==> src/rtl/umi_sim_pkg.sv <==
// Shared UMI simulation definitions: packet width, destination field position and packet type.
package umi_sim_pkg;

    localparam int UMI_PKT_W    = 256;
    localparam int UMI_DEST_MSB = 255;
    localparam int UMI_DEST_LSB = 240;

    typedef logic [UMI_PKT_W-1:0] umi_pkt_t;

    function automatic logic [UMI_DEST_MSB-UMI_DEST_LSB:0] umi_dest(input umi_pkt_t pkt);
        return pkt[UMI_DEST_MSB:UMI_DEST_LSB];
    endfunction

endpackage

==> src/rtl/umi_rr_arb.sv <==
// N-way grant logic for umi_tx_arb. With UMI_TX_ARB_RR_EN defined it owns the round-robin
// pointer; otherwise the lowest-index requester wins and no pointer is kept.
module umi_rr_arb #(
    parameter int N     = 2,
    parameter int PTR_W = (N > 1) ? $clog2(N) : 1
) (
    input  logic             clk,
    input  logic             nreset,
    input  logic [N-1:0]     req,
    input  logic             adv,
    output logic [N-1:0]     grant,
    output logic [PTR_W-1:0] winner
);

`ifdef UMI_TX_ARB_RR_EN
    logic [PTR_W-1:0] r_ptr;

    // Pointer moves one past the winner so the winner becomes lowest priority next time.
    always_ff @(posedge clk) begin
        if (!nreset) begin
            r_ptr <= '0;
        end else if (adv) begin
            r_ptr <= (winner == PTR_W'(N-1)) ? '0 : winner + 1'b1;
        end
    end

    always_comb begin
        int   w_idx;
        logic w_found;
        grant   = '0;
        winner  = '0;
        w_found = 1'b0;
        for (int k = 0; k < N; k++) begin
            w_idx = int'(r_ptr) + k;
            if (w_idx >= N) w_idx = w_idx - N;
            if (!w_found && req[w_idx]) begin
                w_found       = 1'b1;
                grant[w_idx]  = 1'b1;
                winner        = PTR_W'(w_idx);
            end
        end
    end
`else
    logic w_unused;
    assign w_unused = &{1'b0, clk, nreset, adv};

    always_comb begin
        logic w_found;
        grant   = '0;
        winner  = '0;
        w_found = 1'b0;
        for (int k = 0; k < N; k++) begin
            if (!w_found && req[k]) begin
                w_found  = 1'b1;
                grant[k] = 1'b1;
                winner   = PTR_W'(k);
            end
        end
    end
`endif

endmodule

==> src/rtl/umi_tx_arb.sv <==
// Merges N UMI packet streams into one registered output stage for umi_tx_sim.
// Define UMI_TX_ARB_RR_EN for round-robin arbitration; default is fixed lowest-index priority.
module umi_tx_arb
    import umi_sim_pkg::*;
#(
    parameter int N  = 2,
    parameter int PW = UMI_PKT_W
) (
    input  logic            clk,
    input  logic            nreset,
    input  logic [N*PW-1:0] in_packet,
    input  logic [N-1:0]    in_valid,
    output logic [N-1:0]    in_ready,
    output logic [PW-1:0]   out_packet,
    output logic            out_valid,
    input  logic            out_ready
);

    localparam int PTR_W = (N > 1) ? $clog2(N) : 1;

    logic             w_load;
    logic             w_any;
    logic             w_accept;
    logic [N-1:0]     w_grant;
    logic [PTR_W-1:0] w_winner;
    logic [PW-1:0]    w_win_pkt;
    logic [PW-1:0]    r_out_packet;
    logic             r_out_valid;

    // Output stage can take a packet when empty or being drained this same cycle.
    assign w_load   = !r_out_valid || out_ready;
    assign w_any    = |in_valid;
    assign w_accept = nreset && w_load && w_any;

    umi_rr_arb #(
        .N     (N),
        .PTR_W (PTR_W)
    ) u_arb (
        .clk    (clk),
        .nreset (nreset),
        .req    (in_valid),
        .adv    (w_accept),
        .grant  (w_grant),
        .winner (w_winner)
    );

    assign w_win_pkt = in_packet[w_winner*PW +: PW];
    assign in_ready  = (nreset && w_load) ? w_grant : '0;

    always_ff @(posedge clk) begin
        if (!nreset) begin
            r_out_valid  <= 1'b0;
            r_out_packet <= '0;
        end else if (w_load) begin
            r_out_valid <= w_any;
            if (w_any) r_out_packet <= w_win_pkt;
        end
    end

    assign out_packet = r_out_packet;
    assign out_valid  = r_out_valid;

endmodule

==> config.mk <==
export PLATFORM = sky130hd
export DESIGN_NAME = umi_tx_arb
export DESIGN_NICKNAME = d
export VERILOG_FILES = /design/src/rtl/umi_sim_pkg.sv /design/src/rtl/umi_rr_arb.sv /design/src/rtl/umi_tx_arb.sv
export SDC_FILE = /design/constraint.sdc
export NUM_CORES = 1
export LEC_CHECK = 0
export ABC_CLOCK_PERIOD_IN_PS = 2000
export CAP_MARGIN = 15
export CORE_AREA = 2 2 304 306
export CTS_CLUSTER_SIZE = 12
export DETAILED_ROUTE_END_ITERATION = 7
export DIE_AREA = 0 0 306 308
export HOLD_SLACK_MARGIN = 0.02
export PLACE_DENSITY = 0.47
export SLEW_MARGIN = 30
export SYNTH_ARGS = -nofsm -noshare
export SYNTH_HDL_FRONTEND = slang
export SYNTH_SLANG_ARGS = --single-unit
==> constraint.sdc <==
create_clock -name clk -period 2 [get_ports clk]
set_input_delay 0.5 -clock clk [delete_from_list [all_inputs] [get_ports clk]]
set_output_delay 0.5 -clock clk [all_outputs]
set_load 0.05 [all_outputs]
* Word-level counts from Yosys, hierarchy flattened
Cells that the tools add are included.
Cells by class: shift operators 1, mux-type cells 3, reductions and logical operators 7
Operator list (number):
- 512-bit by 10-bit variable part select with 256-bit output | 1
- 1-bit logical AND | 2
- 1-bit zero test | 2
- 1-bit two-way mux | 2
- 2-bit two-way mux | 1
- 2-bit AND reduction | 1
- 2-bit OR reduction | 1
- 1-bit logical OR | 1
Word-level totals: flip-flop bits (word level) 257, output and inout bits 259, logic and storage cells 13

* Depth between registers and ports, before layout
word-level depth 5, gate-level depth with buffers 7, gate-level depth less buffers 3

* Cells and area by module
From an unflattened synthesis, not the netlist that was laid out.
Unflattened totals: cells, all modules 1181, area, all modules 12418.2 µm²
Modules (own cells, without submodules):
- umi_tx_arb | instances 1, cells each 1178, area an instance 12389.4 µm², sequential area each 5144.9 µm²
- umi_rr_arb | instances 1, cells each 3, area an instance 28.8 µm², sequential area each 0.0 µm²

* Worst setup path after synthesis
No wires, ideal clock.
path type register -> output, from register r_out_valid, in the netlist out_valid, to output in_ready[1], arrival 1686 ps, data required time 1500 ps, slack -186 ps, cell stages (with the launch flop) 6, path buffers 3, path through dfxtp_1 > nand2b_1 > buf_2 > buf_2 > clkbuf_1 > and3_1
On the way: longest elaborated chain between the ends 4
RTL lines:
- start, declared | line umi_tx_arb.sv:28 | logic r_out_valid;
- start signal, assigned | line umi_tx_arb.sv:55 | r_out_valid <= w_any;
- 1-bit zero test | line umi_tx_arb.sv:31 | assign w_load = !r_out_valid || out_ready;
- 1-bit logical OR | line umi_tx_arb.sv:31
- 1-bit logical AND | line umi_tx_arb.sv:48 | assign in_ready = (nreset && w_load) ? w_grant : '0;
- 2-bit two-way mux | line umi_tx_arb.sv:48
- end, declared | line umi_tx_arb.sv:13 | output logic [N-1:0] in_ready,
Every way passes these cells.

* Worst setup path after layout
from input nreset, to output in_ready[0]
On the way: longest elaborated chain between the ends 2
RTL lines:
- start, declared | line umi_tx_arb.sv:10 | input logic nreset,
- 1-bit logical AND | line umi_tx_arb.sv:48
- 2-bit two-way mux | line umi_tx_arb.sv:48
Every way passes these cells.

==> impl_metrics.env <==
export IMPL_max_cap_violations=0
export IMPL_io_pins=776
export IMPL_r2r_start="out_valid$_SDFFE_PN0P_"
export IMPL_arrival_ns=1.49
export IMPL_fin_crit_sh_pct=99.5
export IMPL_dp_cells=3406
export IMPL_cts_hold_buffers=0
export IMPL_overflow=0
export IMPL_synth_distinct_cells=16
export IMPL_core_rowCount=111
export IMPL_drt_iter0_drc=931
export IMPL_criticalPathCategory="in2out"
export IMPL_synth_simple_area_share_pct=15.1
export IMPL_place_area_sq_mm=0.0225
export IMPL_drc=0
export IMPL_synth_xor_area_share_pct=0
export IMPL_ys_ff_latch=257
export IMPL_status="complete, no violations"
export IMPL_crit_end="in_ready[0]"
export IMPL_numCtsBuffers=34
export IMPL_wl_microns=68300
export IMPL_fmax_mhz=503
export IMPL_path_clk_slew_ns=0.05
export IMPL_synth_top_family_by_area="compound AO/OA/AOI/OAI gates"
export IMPL_worstPathMaxFanout=3
export IMPL_grt_total_usage_pct=13.6
export IMPL_clk_latency_ns=0.53
export IMPL_port_buffer_count=775
export IMPL_max_slew_worst_pin_slew_ns=0.532
export IMPL_cp_required_ns=1.50
export IMPL_r2r_setup_slack_ns=0.45
export IMPL_synthMuxAreaShare_pct=0
export IMPL_grt_max_degree=33
export IMPL_core_sq_mm=0.0910
export IMPL_cp_startpoint="nreset"
export IMPL_root_buffer="clkbuf_16"
export IMPL_period_minus_slack_ns=1.99
export IMPL_start_util_pct=14.3
export IMPL_syn_nets=1980
export IMPL_pwr_share_clk_pct=34.5
export IMPL_ys_warn_count=0
export IMPL_maxSlewViolCount=0
export IMPL_final_area_sq_mm=0.0236
export IMPL_grt_pass1_wl_microns=98100
export IMPL_wl_per_cell_microns=19.7
export IMPL_dieArea_sq_mm=0.0942
export IMPL_ir_worst_vdd_uv=383
export IMPL_first_global_vias=15180
export IMPL_p_switching_uw=6320
export IMPL_power_frac_comb_pct=33.0
export IMPL_r2r_end="out_packet[96]$_SDFFE_PN0P_"
export IMPL_synth_cell_area_sq_mm=0.0130
export IMPL_timing_final_hold_violations=0
export IMPL_cts_num_sinks=257
export IMPL_layout_nets=2775
export IMPL_rsz0062_at_grt="no"
export IMPL_instances_no_fill=3472
export IMPL_hpwl_microns=53600
export IMPL_clk_path_buf_depth=3
export IMPL_pwr_density_cell_mw_per_mm2=773
export IMPL_vias=14792
export IMPL_avgViaCountPerCell=4.26
export IMPL_cts_max_level=2
export IMPL_synth_seq_area_share_pct=39.5
export IMPL_p_seq_share_pct=32.5
export IMPL_intPower_uw=11900
export IMPL_final_cell_mix="clkdlybuf4s50_1, nand2_1, buf_4, a21oi_1, dfxtp_1"
export IMPL_final_common_cell="clkdlybuf4s50_1"
export IMPL_drtPass1Iterations=8
export IMPL_synth_compound_area_share_pct=38.6
export IMPL_cts_tree="yes"
export IMPL_layout_drive_gt1_share_pct=30.3
export IMPL_setup_viol=0
export IMPL_p_leak_uw=0.00915
export IMPL_synth_adder_area_share_pct=0
export IMPL_die_h_microns=308
export IMPL_fin_util_pct=26.0
export IMPL_syn_to_final_growth_pct=81.3
export IMPL_end_kind="primary output"
export IMPL_rr_worst_depth=6
export IMPL_swShare_pct=34.6
export IMPL_antenna_found_initial=9
export IMPL_ant_nets=0
export IMPL_hp_class="reg2reg"
export IMPL_syn_avg_cell_area_sq_um=8.90
export IMPL_die_w_microns=306
export IMPL_synth_cells=1463
export IMPL_fin_skew_ns=0.0146
export IMPL_start_kind="primary input"
export IMPL_slew_headroom_pct=64.7
export IMPL_gp_congestion=0.896
-- stage by stage --
stage | power, uW | setup WS, ns | TNS, ns | hold WS, ns
after global placement | 12100 | -0.388 | -56.63 | 0.510
final | 18300 | 0.0107 | 0 | 0.517
after CTS | 18500 | 0.0103 | 0 | 0.492
after floorplan | 9360 | 0.0372 | 0 | 0.660
after detailed placement | 12100 | -0.387 | -61.05 | 0.515
after global routing | 19100 | 0.00366 | 0 | 0.527
-- per-layer routing --
metal / track usage (%) / part of all wire [%] / vias to the layer above
met4: 5.38 / 3.4 / 0
met5: 0 / 0 / -
met1: 16.0 / 40 / 7108
li1: - / - / 6924
met3: 3.72 / 7.7 / 107
met2: 23.3 / 49 / 653
-- flip-flops by register name, summed over array words and instances (netlist names) --
| register | flops |
|---|---|
| out_valid | 1 |
| out_packet | 256 |
-- cells in the mapped netlist (all sizes together) --
cell | count | area, sq um
a311oi | 256 | 3740
nand2b | 2 | 12.5
and2 | 1 | 6.26
nand2 | 512 | 1920
buf | 41 | 388
dfxtp | 257 | 5140
a21oi | 257 | 1290
or2 | 1 | 6.26
clkbuf | 131 | 492
nor2 | 1 | 3.75
clkinv | 1 | 3.75
nor2b | 1 | 6.26
and3 | 2 | 12.5
-- worst min-delay path by stage --
| stage | from | to | slack [ns] | depth (start not counted) |
|---|---|---|---|---|
| floorplan | in_packet[246] | out_packet[246]$_SDFFE_PN0P_ | 0.66 | 2 |
| global route | in_packet[509] | out_packet[253]$_SDFFE_PN0P_ | 0.53 | 3 |
| finish | out_packet[247]$_SDFFE_PN0P_ | out_packet[247]$_SDFFE_PN0P_ | 0.52 | 2 |
| CTS | in_valid[0] | out_valid$_SDFFE_PN0P_ | 0.49 | 3 |
| detailed placement | out_packet[4]$_SDFFE_PN0P_ | out_packet[4]$_SDFFE_PN0P_ | 0.51 | 2 |
| global placement | out_packet[253]$_SDFFE_PN0P_ | out_packet[253]$_SDFFE_PN0P_ | 0.51 | 2 |
-- power by group through the flow --
stage               registers, uW  clock network, uW  logic [uW]
finish                       5930               6290        6030
global route                 5970               6760        6330
CTS                          5930               6520        6070
detailed placement           6030                  0        6090
global placement             6020                  0        6050
floorplan                    7610                  0        1750
-- logic make-up (layout without fill, tap and decap cells) --
family,after synthesis,in the layout
AND/OR/NAND/NOR,520,520
AO/OA/AOI/OAI,513,513
flip-flops,257,257
buffers and inverters,173,990
other,0,6
-- critical path: stages --
cell and delay (ns):
clkdlybuf4s50_1 0.60, and3_4 0.25, buf_12 0.13
-- layout make-up --
type | instances | area, sq um
fillers | 9811 | 67300
repair buffers | 931 | 8780
multi-input cells | 1033 | 7040
flip-flops and latches | 257 | 5140
well taps | 1186 | 1480
clock buffers | 53 | 1090
clock inverters | 5 | 56.3
diodes | 6 | 15.0
inverters | 1 | 11.3
-- timing repair --
action	in CTS	in global routing
resized for setup	27	0
setup buffers	2	0
setup endpoints to repair	27	0
Power figures use the tool's default switching activity.
